<file path="src/rtl/fir3_input_packer.sv">
`default_nettype none
// ============================================================================
// Module   : fir3_input_packer
// Purpose  : Packs a gapped serial sample stream into groups of three for the
//            3-way unfolded FIR, with zero-padded flush of a trailing group.
// Revision : 1.0 - initial release
// ============================================================================
module fir3_input_packer #(
  parameter int NB = 14
) (
  input  logic          CLK,
  input  logic          RST,
  input  logic [NB-1:0] DIN,
  input  logic          VIN,
  input  logic          FLUSH,
  output logic [NB-1:0] DOUT_3k,
  output logic [NB-1:0] DOUT_3k_1,
  output logic [NB-1:0] DOUT_3k_2,
  output logic          VOUT,
  output logic          BUSY
);

  typedef enum logic [1:0] {
    LANE0 = 2'd0,
    LANE1 = 2'd1,
    LANE2 = 2'd2
  } laneT;

  laneT          r_idx;
  logic [NB-1:0] r_stage0;
  logic [NB-1:0] r_stage1;
  logic [NB-1:0] r_lane0;
  logic [NB-1:0] r_lane1;
  logic [NB-1:0] r_lane2;
  logic          r_vout;
  logic          r_busy;

  laneT          w_nextIdx;
  logic [NB-1:0] w_stage0;
  logic [NB-1:0] w_stage1;
  logic          w_emit;
  logic [NB-1:0] w_lane0;
  logic [NB-1:0] w_lane1;
  logic [NB-1:0] w_lane2;

  // Capture first, then let FLUSH act on the post-capture state so a sample
  // arriving on the flush edge is included in the padded group.
  always_comb begin
    w_nextIdx = r_idx;
    w_stage0  = r_stage0;
    w_stage1  = r_stage1;
    w_emit    = 1'b0;
    w_lane0   = r_stage0;
    w_lane1   = r_stage1;
    w_lane2   = DIN;
    if (VIN) begin
      case (r_idx)
        LANE0: begin
          w_stage0  = DIN;
          w_nextIdx = LANE1;
        end
        LANE1: begin
          w_stage1  = DIN;
          w_nextIdx = LANE2;
        end
        LANE2: begin
          w_emit    = 1'b1;
          w_nextIdx = LANE0;
        end
        default: w_nextIdx = LANE0;
      endcase
    end
    if (FLUSH && (w_nextIdx != LANE0)) begin
      w_emit  = 1'b1;
      w_lane0 = w_stage0;
      w_lane1 = (w_nextIdx == LANE2) ? w_stage1 : '0;
      w_lane2 = '0;
      w_nextIdx = LANE0;
    end
  end

  always_ff @(posedge CLK or posedge RST) begin
    if (RST) begin
      r_idx    <= LANE0;
      r_stage0 <= '0;
      r_stage1 <= '0;
      r_lane0  <= '0;
      r_lane1  <= '0;
      r_lane2  <= '0;
      r_vout   <= 1'b0;
      r_busy   <= 1'b0;
    end else begin
      r_idx    <= w_nextIdx;
      r_stage0 <= w_stage0;
      r_stage1 <= w_stage1;
      r_vout   <= w_emit;
      r_busy   <= (w_nextIdx != LANE0);
      if (w_emit) begin
        r_lane0 <= w_lane0;
        r_lane1 <= w_lane1;
        r_lane2 <= w_lane2;
      end
    end
  end

  assign DOUT_3k   = r_lane0;
  assign DOUT_3k_1 = r_lane1;
  assign DOUT_3k_2 = r_lane2;
  assign VOUT      = r_vout;
  assign BUSY      = r_busy;

endmodule
`default_nettype wire

</file>
<file path="config.mk">
export PLATFORM = sky130hd
export DESIGN_NAME = fir3_input_packer
export DESIGN_NICKNAME = d
export VERILOG_FILES = /design/src/rtl/fir3_input_packer.sv
export SDC_FILE = /design/constraint.sdc
export NUM_CORES = 1
export LEC_CHECK = 0
export CORE_MARGIN = 3
export CORE_UTILIZATION = 50
export DETAILED_ROUTE_END_ITERATION = 10
export GPL_TIMING_DRIVEN = 0
export PLACE_DENSITY = 0.84
export SLEW_MARGIN = 20
export SYNTH_ARGS = -nofsm -noshare
export SYNTH_HDL_FRONTEND = slang
export SYNTH_SLANG_ARGS = --single-unit
</file>
<file path="constraint.sdc">
create_clock -name CLK -period 6.65 [get_ports CLK]
set_input_delay 1.33 -clock CLK [delete_from_list [all_inputs] [get_ports CLK]]
set_output_delay 1.33 -clock CLK [all_outputs]
set_load 0.02 [all_outputs]
</file>
==> key figures, run 1 <==
Route
  – DR iter-0 viols: 186
  – WL/cell: 17.23 um
  – Routed wire length: 8.268 mm
  – Vias: 2693
  – Vias per cell: 5.610
  – Drt pass-1 iters: 5
  – DR DRC count: 0
  – Post-DRT Antenna Nets: 0

Place
  – Port bufs: 60
  – Post-DP HPWL: 5.908 mm
  – Final Wtd Congestion: 0.8083
  – DP Cell Count: 464
  – Area after DPL: 0.004285 sq mm

STA
  – Final Max Tran Viols: 0
  – Endpoints failing hold: 0
  – RSZ-0062 raised after global routing: no
  – Setup Viol. Count Final: 0
  – Slew @ Worst Pin: 0.6842 ns
  – FMAX: 0.3564 GHz
  – Setup Skew: 0.01117 ns
  – Relative slew margins: 0.5439
  – Clock period minus worst slack: 2.806 ns
  – TNS Setup: 0 ns
  – Period utilisation layout: 0.4219

Synth
  – Distinct cell type count after synthesis: 33
  – Post-synth top flop: dfrtp_1
  – FFs w/ async S/R, synth: 1.000
  – Cells after synthesis: 307
  – Synth warn: 0
  – Area share of the leading cell type in the synthesized netlist: 0.5239
  – Top cells by area, synth: dfrtp_1 52%, mux2_2 8.9%, o221a_2 4.5%, o221ai_2 3.8%, nand2_1 3.1%
  – Dominant cell type by area after synthesis: dfrtp_1
  – Mapped cell area: 0.003535 sq mm
  – Syn nets: 325
  – Post-synthesis area per instance: 11.51 sq um
  – Post-synth EDFFs: 0
  – Sequential share of the synthesized area: 0.5239
  – Synth Register Bits: 74

Clock network
  – Htree depth: 3
  – Clock Latency Late Sink: 0.35 ns
  – Post-CTS Setup Bufs: 0
  – Root Buffer: clkbuf_8
  – CTS Buf Count: 9
  – Hold_buf cts: 0
  – Clock-pin slew on the worst setup and hold paths: 0.07 ns
  – CTS tree: yes
  – CTS resizes: 0
  – CTS sink count: 74
  – Bufs on Longest Clock Path: 2

Cells and area
  – Fin nets: 397
  – Fin area: 0.004518 sq mm
  – Register area: 0.001852 sq mm
  – Footprint of the multi-input gates: 0.001434 sq mm
  – Area Overhead vs Synth: 27.82%
  – Fillers: 538
  – Ant. Diodes: 0
  – Final cell count without fillers: 480
  – Share of layout cells above drive strength 1: 0.2500

Power
  – Logic pwr share: 0.237
  – Clock Power Share: 0.317
  – Pint: 933.6 uW
  – Max IR drop VDD: 0.1340 mV
  – Psw: 358.7 uW
  – Switching part of the total: 0.2776
  – Power Dens Cells: 286.0 mW/mm^2
  – Leakage power: 1.811 nW
  – Reg power frac: 0.446

Floorplan
  – Core area: 0.006832 sq mm
  – Die Y: 90.08 um
  – Num rows: 30
  – Die Width: 90.08 um
  – Die ar.: 0.008114 sq mm
  – Initial core utilization: 0.5174
  – I/O pin total: 62

Global route
  – Number of global-route vias before repair: 2697
  – GRT Util Overall: 0.2088
  – Initial antenna violation count: 0
  – Largest net degree at the start of global routing: 49
  – First-pass GRT wire length: 13.61 mm
  – Grt total ovfl: 0

Worst setup path
  – WP data required: 6.88 ns
  – Max FO, Critical Path: 10
  – Worst Setup SP: VIN
  – Crit path DAT: 3.03 ns
  – CP endpoint kind: flip-flop
  – Crit Path Category: input port to flip-flop
  – Critical path, cell by cell: clkdlybuf4s50_1 > buf_4 > nor2b_1 > clkbuf_1 > o21ai_0 > o221a_2
  – Slowest CP cell: clkdlybuf4s50_1
  – Nature of the critical path startpoint: input port
  – Critical R2R Launch: r_idx[1]
  – CP peak stage delay: 0.50 ns

Min path
  – Min-Delay Startpoint: DOUT_3k_2[10]
  – Hold Crit Class: flip-flop to flip-flop

Status
  – Status: finished, final reports clean

Flow run
  – Max Cap Viol: 0
worst max-delay path, delay by kind of cell:
family | cells | cell delay (ns)
buffers and inverters | 3 | 1.03
AOI/OAI and AO/OA | 2 | 0.34
and+or+nand+nor | 1 | 0.32
synthesized netlist by cell type, types with 4 or more instances:
cell and count:
o221ai_1 5, inv_1 16, a22oi_1 14, buf_6 6, a21oi_1 16, clkbuf_1 5
buf_4 4, buf_2 10, o21ai_0 14, nand2_1 29, o221ai_2 9, nor3b_1 14
mux2_2 28, nand3_1 14, o221a_2 14, dfrtp_1 74, nor2b_1 16
path summary, 6_finish.rpt:
path	depth (start not counted)	end	slack, ns
min	2	DOUT_3k_2[10]	0.53
max in group asynchronous	3	DOUT_3k[8]	4.79
min in group asynchronous	2	r_stage1[12]	1.31
max	6	DOUT_3k[9]	3.84
min reg2reg	2	DOUT_3k_2[10]	0.53
max reg2reg	4	r_stage0[10]	4.96
power by group through the flow:
stage | Clock, mW | Sequential, mW | Combinational [mW]
after floorplan | 0 | 0.619 | 0.140
after global placement | 0 | 0.579 | 0.298
after detailed placement | 0 | 0.583 | 0.307
after CTS | 0.414 | 0.576 | 0.309
after global routing | 0.432 | 0.585 | 0.328
final | 0.410 | 0.577 | 0.306
through the flow:
stage                     setup slack (ns)  total power [mW]  hold WS [ns]    util
after floorplan                      3.438            0.7593        0.4928       -
after global placement               2.308            0.8767        0.5109  0.6229
after detailed placement             3.495            0.8898        0.5168  0.6273
after CTS                            3.851             1.298        0.5270  0.6614
after global routing                 3.697             1.345        0.5475  0.6614
final                                3.844             1.292        0.5264  0.6614
routing by layer:
metal | up-vias | GRT usage | part of all wire
li1 | 1248 | - | -
met2 | 91 | 0.3485 | 0.50
met3 | 10 | 0.04100 | 0.049
met1 | 1344 | 0.2767 | 0.44
met4 | 0 | 0.06250 | 0.013
met5 | - | 0 | 0
layout by cell type (no fill, tap or decap), types with 10 or more instances in the layout:
cell type and instances:
nor2b_1 16, nand2_1 29, nor3b_1 14, o221a_2 14, dfrtp_1 74, inv_1 15, clkdlybuf4s50_1 60, o21ai_0 14
nand3_1 14, mux2_2 28, a21oi_1 16, buf_2 10, a22oi_1 14
logic make-up after synthesis:
| family | synth area share |
|---|---|
| AO/OA/AOI/OAI | 0.1827 |
| buffers and inverters | 0.07044 |
| flip-flops | 0.5239 |
| multiplexers | 0.08920 |
| AND/OR/NAND/NOR | 0.1338 |
cell type report:
| class | count | area share |
|---|---|---|
| flip-flops and latches | 74 | 0.4099 |
| multi-input cells | 189 | 0.3174 |
| repair buffers | 61 | 0.1390 |
| plain buffers | 27 | 0.04099 |
| clock buffers | 10 | 0.02825 |
| well taps | 96 | 0.02659 |
| clock inverters | 6 | 0.02326 |
| inverters | 17 | 0.01468 |
sequential cells by signal (all words and copies together), names as in the netlist:
signal     flops
DOUT_3k       14
DOUT_3k_1     14
DOUT_3k_2     14
r_stage0      14
r_stage1      14
r_idx          2
BUSY           1
VOUT           1
Power figures use the tool's default switching activity.
==> run 2, diff against run 1 <==
clock period = 2.7 ns   (was 6.65 ns; I/O delays follow)
==> results of run 2 <==
The final DEF is identical to that of run 1. Status: finished, final reports clean.
Main changes from that run: setup slack after placement 3.495 ns -> 0.3354 ns; clock-pin slew on the worst setup and hold paths 0.07 ns -> 0.08 ns; setup slack after layout 3.844 ns -> 0.6843 ns; hold slack 0.5264 ns -> 0.5213 ns; register-to-register setup slack 4.96 ns -> 1.01 ns; total power 1.292 mW -> 3.183 mW; worst IR drop on VDD 0.1340 mV -> 0.3301 mV
==> run 3, diff against run 2 <==
clock period = 2.11 ns   (was 2.7 ns; I/O delays follow)
==> run 3 against run 2 <==
  * Die area unchanged
  * Clock power is 32% higher
  * Clock-buffer cell count unchanged
  * Critical path depth unchanged
  * Hold slack got worse by 0.15 ns
  * First-iteration DRC count shrank 3.2%
  * Cell count is the same
  * Cell area increased by 0.47%
  * Sequential share of layout area down 0.19 points
  * Core utilization rose by 0.31 points
  * Critical path type unchanged
  * Highest routed layer unchanged
==> key figures, run 3 (synthesized netlist as in run 1, its figures left out) <==
Clock network
  – Hold_buf cts: 0 (unchanged)
  – Clock Latency Late Sink: 0.35 ns (about the same)
  – CTS sink count: 74 (unchanged)
  – Htree depth: 3 (unchanged)
  – Clock-pin slew on the worst setup and hold paths: 0.08 ns (about the same)
  – Bufs on Longest Clock Path: 2 (unchanged)
  – CTS resizes: 0 (unchanged)
  – CTS tree: yes (unchanged)
  – Root Buffer: clkbuf_8 (unchanged)
  – Post-CTS Setup Bufs: 0 (unchanged)
  – CTS Buf Count: 9 (unchanged)

Status
  – Status: finished, final reports clean (unchanged)

Power
  – Max IR drop VDD: 0.4331 mV (was 0.3301 mV)
  – Leakage power: 1.811 nW (about the same)
  – Overall power: 4.121 mW (was 3.183 mW)
  – Power Dens Cells: 907.8 mW/mm^2 (was 704.5 mW/mm^2)

Floorplan
  – Initial core utilization: 0.5174 (unchanged)
  – I/O pin total: 62 (unchanged)
  – Die Width: 90.08 um (unchanged)
  – Num rows: 30 (unchanged)
  – Die ar.: 0.008114 sq mm (unchanged)
  – Die Y: 90.08 um (unchanged)
  – Core area: 0.006832 sq mm (unchanged)

Place
  – Port bufs: 60 (unchanged)
  – Post-DP HPWL: 5.834 mm (was 5.908 mm)
  – Area after DPL: 0.004299 sq mm (was 0.004285 sq mm)
  – DP Cell Count: 465 (was 464)
  – Final Wtd Congestion: 0.7678 (was 0.8083)

Route
  – DR iter-0 viols: 180 (was 186)
  – Drt pass-1 iters: 4 (was 5)
  – Routed wire length: 8.605 mm (was 8.268 mm)
  – Vias per cell: 5.660 (was 5.610)
  – Vias: 2717 (was 2693)
  – Post-DRT Antenna Nets: 0 (unchanged)
  – DR DRC count: 0 (unchanged)
  – WL/cell: 17.93 um (was 17.23 um)

Worst setup path
  – Crit Path Category: input port to flip-flop (unchanged)
  – WP data required: 2.35 ns (was 2.93 ns)
  – CP endpoint kind: flip-flop (unchanged)
  – Max FO, Critical Path: 10 (unchanged)
  – Crit path DAT: 2.15 ns (was 2.24 ns)
  – Nature of the critical path startpoint: input port (unchanged)

Global route
  – Grt total ovfl: 0 (unchanged)
  – Number of global-route vias before repair: 2763 (was 2697)
  – Initial antenna violation count: 0 (unchanged)
  – First-pass GRT wire length: 14.09 mm (was 13.61 mm)
  – GRT Util Overall: 0.2190 (was 0.2088)
  – Largest net degree at the start of global routing: 35 (was 49)

STA
  – Slew @ Worst Pin: 0.7103 ns (was 0.6842 ns)
  – FMAX: 0.5215 GHz
  – Clock period minus worst slack: 1.918 ns
  – Final Max Tran Viols: 0 (unchanged)
  – Setup Skew: 0.008460 ns (was 0.01117 ns)
  – RSZ-0062 raised after global routing: no (unchanged)
  – Period utilisation layout: 0.9088
  – Setup Viol. Count Final: 0 (unchanged)
  – Endpoints failing hold: 0 (unchanged)
  – Relative slew margins: 0.5264 (was 0.5439)

Flow run
  – Max Cap Viol: 0 (unchanged)

Cells and area
  – Area Overhead vs Synth: 28.42% (was 27.82%)
  – Ant. Diodes: 0 (unchanged)
  – Share of layout cells above drive strength 1: 0.2526 (was 0.2500)
  – Fin nets: 398 (was 397)
  – Fin area: 0.004539 sq mm (was 0.004518 sq mm)
  – Most frequent cells in the layout: 74 x dfrtp_1, 60 x clkdlybuf4s50_1, 29 x nand2_1, 28 x mux2_2 (unchanged)
  – Final cell count without fillers: 480 (unchanged)
  – Most common cell after layout, fill and taps aside: dfrtp_1 (unchanged)

Min path
  – Hold Crit Class: input port to asynchronous set/reset pin (unchanged)
[run 3: cell count changes in the layout (fill, tap and decap cells not counted), sizes merged]
cell	delta
clkinv	-2
clkinvlp	+2
buf	+1
inv	-1
[run 3: worst paths after layout]
check	from	to	slack, ns	cells after the start
max	VIN	DOUT_3k[7]	0.19	6
max in group asynchronous	RST	r_stage0[5]	1.29	3
min reg2reg	DOUT_3k_2[12]	DOUT_3k_2[12]	0.53	2
min in group CLK	FLUSH	DOUT_3k_2[12]	0.52	4
max reg2reg	r_idx[1]	r_stage0[4]	0.44	4
min	RST	DOUT_3k_1[5]	0.37	2
[run 3: through the flow]
stage | hold slack (ns) | setup TNS (ns) | setup WS (ns) | utilization
detailed placement | 0.5201 | -1.771 | -0.1130 | 0.6293
CTS | 0.3684 | 0 | 0.2383 | 0.6645
global route | 0.3827 | 0 | 0.05942 | 0.6645
global placement | 0.5101 | -1.092 | -0.06617 | 0.6234
finish | 0.3669 | 0 | 0.1924 | 0.6645
floorplan | 0.4928 | 0 | 0.6168 | -
[run 3: where the power goes]
group	internal, mW	switching [mW]
Clock	0.809	0.521
Sequential	1.66	0.162
Combinational	0.508	0.465
Total	2.97	1.15
[run 3: final cells by class]
type	count	area, sq um
Buffer	27	185.2
Tap cell	96	120.1
Clock buffer	10	137.6
Fill cell	517	2292
Sequential cell	74	1852
Clock inverter	5	102.6
Inverter	17	67.56
Timing Repair Buffer	62	640.6
Multi-Input combinational cell	189	1434
[run 3: critical path, cell delays in order]
cell	delay, ns
clkdlybuf4s50_1	0.50
buf_4	0.19
nor2b_1	0.30
clkbuf_1	0.39
o21ai_0	0.19
o221a_2	0.16
[run 3: routing by layer]
metal  vias up  wire length (um)  global-route usage
met5         -                 0                   0
met1      1367              3627              0.2860
met4         0               142              0.1110
li1       1251                 -                   -
met3        12               459             0.03013
met2        87              4376              0.3578
